### src/rtl/fp_pkg.sv
// Shared types and sizes for the single-precision add/sub datapath.
// fp_norm_t is the normalizer-to-rounder bundle.
package fp_pkg;

    localparam int SIZE_DATA  = 24;
    localparam int SIZE_EXP   = 8;
    localparam int SIZE_SHIFT = 5;
    localparam int EXP_MAX    = 255;

    typedef struct packed {
        logic                 sign;
        logic [SIZE_EXP-1:0]  exp;
        logic [SIZE_DATA-1:0] mant;
        logic                 sticky;
        logic                 zero;
        logic                 uf;
        logic                 of;
    } fp_norm_t;

endpackage

### src/rtl/fp_lzc.sv
// Combinational leading-zero counter; all-zero input yields SIZE_DATA.
module fp_lzc #(
    parameter int SIZE_DATA  = 24,
    parameter int SIZE_SHIFT = 5
) (
    input  logic [SIZE_DATA-1:0]  i_data,
    output logic [SIZE_SHIFT-1:0] o_count
);

    logic w_hit;

    always_comb begin
        w_hit   = 1'b0;
        o_count = SIZE_SHIFT'(SIZE_DATA);
        for (int i = SIZE_DATA - 1; i >= 0; i--) begin
            if (!w_hit && i_data[i]) begin
                o_count = SIZE_SHIFT'(SIZE_DATA - 1 - i);
                w_hit   = 1'b1;
            end
        end
    end

endmodule

### src/rtl/fp_norm_pipe.sv
// Two-stage post-add normalizer: S1 counts leading zeros, S2 shifts,
// adjusts the exponent and raises zero/underflow/overflow.
module fp_norm_pipe #(
    parameter int SIZE_DATA  = fp_pkg::SIZE_DATA,
    parameter int SIZE_EXP   = fp_pkg::SIZE_EXP,
    parameter int SIZE_SHIFT = fp_pkg::SIZE_SHIFT
) (
    input  logic                 i_clk,
    input  logic                 i_rst_n,
    input  logic                 i_valid,
    output logic                 o_ready,
    input  logic                 i_sign,
    input  logic [SIZE_EXP-1:0]  i_exp,
    input  logic [SIZE_DATA:0]   i_mant,
    input  logic                 i_sticky,
    output logic                 o_valid,
    input  logic                 i_ready,
    output logic                 o_sign,
    output logic [SIZE_EXP-1:0]  o_exp,
    output logic [SIZE_DATA-1:0] o_mant,
    output logic                 o_sticky,
    output logic                 o_zero,
    output logic                 o_underflow,
    output logic                 o_overflow
);
    import fp_pkg::*;

    localparam int EW = SIZE_EXP + 1;

    logic                  r_v1;
    logic                  r_v2;
    logic                  r1_sign;
    logic [SIZE_EXP-1:0]   r1_exp;
    logic [SIZE_DATA:0]    r1_mant;
    logic                  r1_sticky;
    logic [SIZE_SHIFT-1:0] r1_lzc;
    fp_norm_t              r_out;

    logic                  w_s1_load;
    logic                  w_s2_load;
    logic [SIZE_SHIFT-1:0] w_lzc;
    logic [EW-1:0]         w_exp_x;
    logic [EW-1:0]         w_lzc_x;
    logic [EW-1:0]         w_exp_inc;
    logic [EW-1:0]         w_exp_dec;
    logic [SIZE_SHIFT-1:0] w_sub_sh;
    logic                  w_carry;
    logic                  w_is_zero;
    logic                  w_norm;
    logic                  w_sub;
    fp_norm_t              w_next;

    assign w_s2_load = !r_v2 || i_ready;
    assign w_s1_load = !r_v1 || w_s2_load;
    assign o_ready   = w_s1_load;

    fp_lzc #(
        .SIZE_DATA  (SIZE_DATA),
        .SIZE_SHIFT (SIZE_SHIFT)
    ) u_lzc (
        .i_data  (i_mant[SIZE_DATA-1:0]),
        .o_count (w_lzc)
    );

    always_ff @(posedge i_clk or negedge i_rst_n) begin
        if (!i_rst_n) begin
            r_v1      <= 1'b0;
            r1_sign   <= 1'b0;
            r1_exp    <= '0;
            r1_mant   <= '0;
            r1_sticky <= 1'b0;
            r1_lzc    <= '0;
        end else if (w_s1_load) begin
            r_v1      <= i_valid;
            r1_sign   <= i_sign;
            r1_exp    <= i_exp;
            r1_mant   <= i_mant;
            r1_sticky <= i_sticky;
            r1_lzc    <= w_lzc;
        end
    end

    // Widened exponent math so the +1 and -lzc cannot wrap silently
    assign w_exp_x   = {1'b0, r1_exp};
    assign w_lzc_x   = {{(EW - SIZE_SHIFT){1'b0}}, r1_lzc};
    assign w_exp_inc = w_exp_x + EW'(1);
    assign w_exp_dec = w_exp_x - w_lzc_x;
    assign w_sub_sh  = (r1_exp == '0) ? '0 : SIZE_SHIFT'(r1_exp - 1'b1);

    assign w_carry   = r1_mant[SIZE_DATA];
    assign w_is_zero = (r1_mant == '0);
    assign w_norm    = !w_carry && !w_is_zero && (w_lzc_x < w_exp_x);
    assign w_sub     = !w_carry && !w_is_zero && !(w_lzc_x < w_exp_x);

    always_comb begin
        w_next      = '0;
        w_next.sign = r1_sign;
        unique case (1'b1)
            w_carry: begin
                if (w_exp_inc >= EW'(EXP_MAX)) begin
                    w_next.of  = 1'b1;
                    w_next.exp = SIZE_EXP'(EXP_MAX);
                end else begin
                    w_next.exp    = w_exp_inc[SIZE_EXP-1:0];
                    w_next.mant   = r1_mant[SIZE_DATA:1];
                    w_next.sticky = r1_sticky | r1_mant[0];
                end
            end
            w_is_zero: begin
                w_next.zero   = 1'b1;
                w_next.sticky = r1_sticky;
            end
            w_norm: begin
                w_next.exp    = w_exp_dec[SIZE_EXP-1:0];
                w_next.mant   = r1_mant[SIZE_DATA-1:0] << r1_lzc;
                w_next.sticky = r1_sticky;
            end
            w_sub: begin
                w_next.uf     = 1'b1;
                w_next.mant   = r1_mant[SIZE_DATA-1:0] << w_sub_sh;
                w_next.sticky = r1_sticky;
            end
            default: w_next = '0;
        endcase
    end

    always_ff @(posedge i_clk or negedge i_rst_n) begin
        if (!i_rst_n) begin
            r_v2  <= 1'b0;
            r_out <= '0;
        end else if (w_s2_load) begin
            r_v2  <= r_v1;
            r_out <= w_next;
        end
    end

    assign o_valid     = r_v2;
    assign o_sign      = r_out.sign;
    assign o_exp       = r_out.exp;
    assign o_mant      = r_out.mant;
    assign o_sticky    = r_out.sticky;
    assign o_zero      = r_out.zero;
    assign o_underflow = r_out.uf;
    assign o_overflow  = r_out.of;

endmodule
### config.mk
export PLATFORM = sky130hd
export DESIGN_NAME = fp_norm_pipe
export DESIGN_NICKNAME = d
export VERILOG_FILES = /design/src/rtl/fp_pkg.sv /design/src/rtl/fp_lzc.sv /design/src/rtl/fp_norm_pipe.sv
export SDC_FILE = /design/constraint.sdc
export NUM_CORES = 1
export LEC_CHECK = 0
export BUFFER_PORTS_ARGS = -buffer_cell sky130_fd_sc_hd__buf_4
export CORE_AREA = 2 2 103 105
export DETAILED_ROUTE_END_ITERATION = 10
export DIE_AREA = 0 0 105 107
export PLACE_DENSITY_LB_ADDON = 0.2
export SYNTH_ARGS = -nofsm -noshare
export SYNTH_HDL_FRONTEND = slang
export SYNTH_HIERARCHICAL = 1
export SYNTH_SLANG_ARGS = --single-unit
### constraint.sdc
create_clock -name i_clk -period 4 [get_ports i_clk]
set_input_delay 0.8 -clock i_clk [delete_from_list [all_inputs] [get_ports i_clk]]
set_output_delay 0.8 -clock i_clk [all_outputs]
set_load 0.02 [all_outputs]
## Yosys cells after proc, flatten, opt, wreduce, memory -nomap -nowiden

Index checks and enable logic that the tools add are counted.

- Bits in registers: 79
- Input bits: 39
- Logic and storage cells: 140

- Add/subtract/negate cells: 3
- $lt $le $gt $ge: 2
- Shifts and indexed selects: 2
- Multiplexer cells: 58
- Bitwise operators: 1
- Reductions and logical operators: 60

Operators with widths:

| operator | number |
|---|---|
| 5-bit two-way mux | 25 |
| 24-bit case mux with 3 select lines | 1 |
| 24-bit by 5-bit left shift with 24-bit output | 2 |
| 1-bit logical NOT | 28 |
| 1-bit two-way mux | 28 |
| 1-bit logical AND | 26 |
| 25-bit logical NOT | 1 |
| 25-bit two-way mux | 1 |
| 8-bit case mux with 2 select lines | 1 |
| 8-bit by 1-bit adder with 9-bit output (second input constant) | 1 |
| 9-bit by 8-bit greater-or-equal comparator with 1-bit output (second input constant) | 1 |
| 8-bit logical NOT | 1 |
| 5-bit by 8-bit less-than comparator with 1-bit output | 1 |
| 8-bit two-way mux | 1 |
| 8-bit by 5-bit subtractor with 8-bit output | 1 |
| 5-bit by 1-bit subtractor with 5-bit output (second input constant) | 1 |
| 4-bit OR reduction | 1 |
| 3-bit OR reduction | 1 |
| 1-bit logical OR | 2 |
| 1-bit case mux with 2 select lines | 1 |
| 1-bit OR | 1 |

## Logic depth before layout (Yosys ltp)

- Depth after elaboration: 70
- Mapped depth: 16
- Gate-level depth less buffers: 13

## By module

Netlist, hierarchy kept.

Modules (own cells, without submodules):

| module | instances | cells each | area each (um^2) | seq. area each (um^2) |
|---|---|---|---|---|
| fp_norm_pipe | 1 | 607 | 5591.6 | 1976.9 |
| fp_lzc | 1 | 46 | 291.5 | 0.0 |

## Worst setup path after synthesis

No wires, ideal clock.

- Kind: register to register
- Start: register r1_exp[0]
- End: register r_out, in the netlist o_mant[17]
- Library setup time: 0.127 ns
- Arrival time: 3.182 ns
- Data required time: 3.873 ns
- Slack: 0.690 ns
- Cell stages (with the launch flop): 16
- Clock period less this slack: 3.310 ns
- Cells stage by stage: dfrtp_1 inv_1 ha_1 inv_1 fa_1 a211o_1 a21oi_2 o21ai_2 or3_1 buf_2 buf_6 a32oi_1 a32oi_1 a22o_1 a221oi_2 o22ai_1

- Cells in the longest elaborated chain, start to end: 4

Ends and longest elaborated chain:

| what | line | source |
|---|---|---|
| start, declared | fp_norm_pipe.sv:33 | `logic [SIZE_EXP-1:0] r1_exp;` |
| start signal, assigned | fp_norm_pipe.sv:76 | `r1_exp <= i_exp;` |
| 8-bit by 1-bit adder with 9-bit output (tied with other cells) | fp_norm_pipe.sv:86 | `assign w_exp_inc = w_exp_x + EW'(1);` |
| 9-bit by 8-bit greater-or-equal comparator with 1-bit output (tied with other cells) | fp_norm_pipe.sv:100 | `if (w_exp_inc >= EW'(EXP_MAX)) begin` |
| 25-bit two-way mux (tied with other cells) | fp_norm_pipe.sv:100 |  |
| 24-bit case mux with 3 select lines * | fp_norm_pipe.sv:98 | `unique case (1'b1)` |
| end signal, assigned | fp_norm_pipe.sv:133 | `r_out <= w_next;` |
| end, declared | fp_norm_pipe.sv:37 | `fp_norm_t r_out;` |

Mark *: on every way between the ends. The rest lies on a longest branch, timed or not.
A chain may end at the register's enable or synchronous reset.

## Worst setup path after layout

- Start: register r1_exp[0]
- End: register r_out, in the netlist o_mant[19]

The elaborated chain is that of the path after synthesis.

==> results.json <==
{
  "maxSlewViolCount": 0,
  "status": "finished clean",
  "ios": 78,
  "synth_top_family_by_area": "compound AO/OA/AOI/OAI gates",
  "drive_above_1_share": 0.282,
  "drc": 0,
  "areaGrowthSynthToFinish_pct": 15.8,
  "cts_setup_buffers": 0,
  "synth-compound-area-share": 0.278,
  "synth_edf_count": 0,
  "fin_area_um2": 6810,
  "power_frac_seq": 0.377,
  "hpwl_um": 14400,
  "viasPerCell": 6.66,
  "worstPathArrival_ns": 4.06,
  "drt_iter0_drc": 497,
  "yosys.area_share.xor_xnor": 0.0134,
  "antenna_found_initial": 0,
  "rsz0062_at_grt": "false",
  "cp_slowest_cell": "fa_1",
  "setup_tns_ns": 0,
  "io_buffers": 77,
  "async_reset_ff_frac": 1.00,
  "ys_seq_area_frac": 0.336,
  "cts_max_path_buffers": 2,
  "setup.worst_path.class": "reg2reg",
  "root_buffer": "clkbuf_8",
  "start_util": 0.583,
  "cts_buffers": 9,
  "ir_drop_uv": 188,
  "startpoint": "r1_exp[0]",
  "htree_levels": 3,
  "cts_tree": "built",
  "core_region_area_um2": 10100,
  "post_cts_resized": 0,
  "synth_simple_gate_area_frac": 0.171,
  "instances_no_fill": 881,
  "drtPass1Iterations": 6,
  "overflow": 0,
  "timing.final.crit_share": 0.936,
  "ys_warn_count": 6,
  "final.fill_count": 871,
  "post_dp_cell_area_um2": 6610,
  "p_clk_frac": 0.210,
  "p_sw_frac": 0.403,
  "startpoint_type": "register",
  "power_density_nw_per_um2": 400,
  "diodes": 0,
  "track_usage": 0.343,
  "rr_worst_depth": 15,
  "crit_family": "compound AO/OA/AOI/OAI gates",
  "hold_path.class": "reg2reg",
  "worstPathRequired_ns": 4.31,
  "cts_hold_buf": 0,
  "fin_ws_ns": 0.255,
  "synth_area_per_cell_um2": 9.01,
  "ant_nets": 0,
  "worst_pin_slew_ns": 0.993,
  "nets": 789,
  "rows": 37,
  "setup_violations": 0,
  "hold_viol": 0,
  "clk_pin_slew_ns": 0.09,
  "grt_pass1_wl_um": 30100,
  "p_sw_mw": 1.10,
  "cts_sinks": 79,
  "worst_path_largest_cell_delay_ns": 0.42,
  "cp.depth": 15,
  "synth_top_area_share": 0.336,
  "syn_area_um2": 5880,
  "place_ws_ns": 0.243,
  "grt_max_degree": 80,
  "timing.rr.start": "r1_exp[0]",
  "ys_types": 84,
  "slew_headroom": 0.338,
  "cp_num_buf_inv": 4,
  "num_vias": 5865,
  "holdCritStartpoint": "o_sign",
  "cp_max_fo": 15,
  "dieArea_um2": 11200,
  "postSynthCellCount": 653,
  "synth_top_cell_by_area": "dfrtp_1",
  "routed_wl_um": 19000,
  "netlist_top_cells_area": "dfrtp_1 34%, mux2_2 6.7%, nand2_1 4.4%",
  "dp.cells": 865,
  "first_global_vias": 5552,
  "worstSetupEndpoint": "o_mant[19]",
  "fin_crit_ns": 3.75,
  "synthMuxAreaShare": 0.108,
  "leakagePower_nw": 2.88,
  "hold_ws_ns": 0.471,
  "worstSetupEndpointType": "register",
  "synth-seq-cells": 79,
  "crit_chain": "inv_1 -> ha_1 -> inv_1 -> fa_1 -> a211o_1 -> a21oi_2 -> o21ai_2 -> buf_4 -> o21ai_1 -> buf_4 -> nand3_1 -> a32oi_1 -> mux2i_1 -> o221a_1 -> a21oi_1",
  "skew_ns": 0.00887,
  "synth_fa_ha_area_frac": 0.0225,
  "max_freq_mhz": 267,
  "synthFlopType": "dfrtp_1",
  "synth.net_count": 702,
  "die_h_um": 107,
  "rr_endpoint": "o_mant[19]",
  "wire_per_inst_um": 21.6,
  "p_int_mw": 1.63,
  "rrSetupSlack_ns": 0.25,
  "maxCapViolCount": 0,
  "clk_latency_ns": 0.38,
  "die_w_um": 105,
  "gp_congestion": 1.01,
  "power.share.combinational": 0.413
}
worst register-to-register path, stage by stage (launching register included):
cell	delay (ns)
dfrtp_1	0.38
inv_1	0.17
ha_1	0.18
inv_1	0.06
fa_1	0.42
a211o_1	0.29
a21oi_2	0.18
o21ai_2	0.10
buf_4	0.21
o21ai_1	0.35
buf_4	0.25
nand3_1	0.12
a32oi_1	0.29
mux2i_1	0.20
o221a_1	0.31
a21oi_1	0.15
layout make-up:
cell class                 instances  area [um^2]  share of cell area
tap                              136          170              0.0250
sequential                        79         1980               0.290
multi-input combinational        511         3510               0.515
timing repair buffer             120          901               0.132
inverter                          19         71.3              0.0105
clock inverter                     6         45.0             0.00661
clock buffer                      10          138              0.0202
registers in the layout (all words and copies together), names as in the netlist:
register     flops
o_sticky         1
r_v1             1
r1_lzc           5
r1_sticky        1
o_exp            8
r1_sign          1
r1_exp           8
o_mant          24
o_underflow      1
o_sign           1
o_overflow       1
o_valid          1
o_zero           1
r1_mant         25
cells in the final DEF, fill, tap and decap left out, types with 4 or more instances in the layout:
cell,instances
o21ai_1,7
nand2_1,68
nor3_1,17
inv_1,19
a21oi_1,42
nor4_1,7
ha_1,9
a211oi_1,13
nor2_1,45
o21ai_0,48
clkbuf_8,10
buf_4,120
nand3_1,21
a21o_1,6
nor2b_1,5
a221oi_1,6
o31ai_1,7
nand2b_1,6
xor2_1,7
mux2i_1,24
o22ai_1,4
mux2_2,35
a22oi_1,19
a32oi_1,15
o211ai_1,10
a311oi_1,5
a31oi_1,4
dfrtp_1,79
power groups by stage:
stage	sequential [mW]	clock [mW]	combinational (mW)
6_report	1.03	0.572	1.13
5_1_grt	1.04	0.620	1.21
4_1_cts	1.02	0.576	1.11
3_5_place_dp	1.04	0	1.10
3_3_place_gp	1.04	0	1.09
2_1_floorplan	1.12	0	0.607
cells by family after synthesis:
| logic type | count (synthesis) |
|---|---|
| mux | 59 |
| flops | 79 |
| compound gates | 231 |
| simple gates | 202 |
| xor+xnor | 9 |
| fa+ha+maj | 10 |
| buf+inv | 63 |
worst min-delay path by stage:
stage / to / slack (ns) / cells past startpoint
6_report: o_sign / 0.47 / 2
5_1_grt: o_valid / 0.51 / 1
4_1_cts: o_sign / 0.48 / 2
3_5_place_dp: o_sign / 0.46 / 2
3_3_place_gp: o_sign / 0.45 / 2
2_1_floorplan: o_valid / 0.43 / 1
stage by stage:
| step | util | power (mW) |
|---|---|---|
| after global routing | 0.675 | 2.87 |
| after floorplan | - | 1.73 |
| after CTS | 0.673 | 2.70 |
| after global placement | 0.655 | 2.12 |
| final | 0.675 | 2.72 |
| after detailed placement | 0.655 | 2.14 |
metal layers:
layer / GRT usage / share of wire
met5: 0 / 0
met4: 0.171 / 0.039
met3: 0.0486 / 0.085
met2: 0.517 / 0.44
met1: 0.484 / 0.43
synthesized netlist by cell type (15+ instances only):
master     n
clkbuf_1  16
nor2_1    46
nor3_1    17
o21ai_0   48
mux2i_1   24
a22oi_1   19
nand2_1   69
a32oi_1   15
nand3_1   21
inv_1     19
a21oi_1   42
dfrtp_1   79
mux2_2    35
No activity file was read; power rests on OpenSTA's default activity.
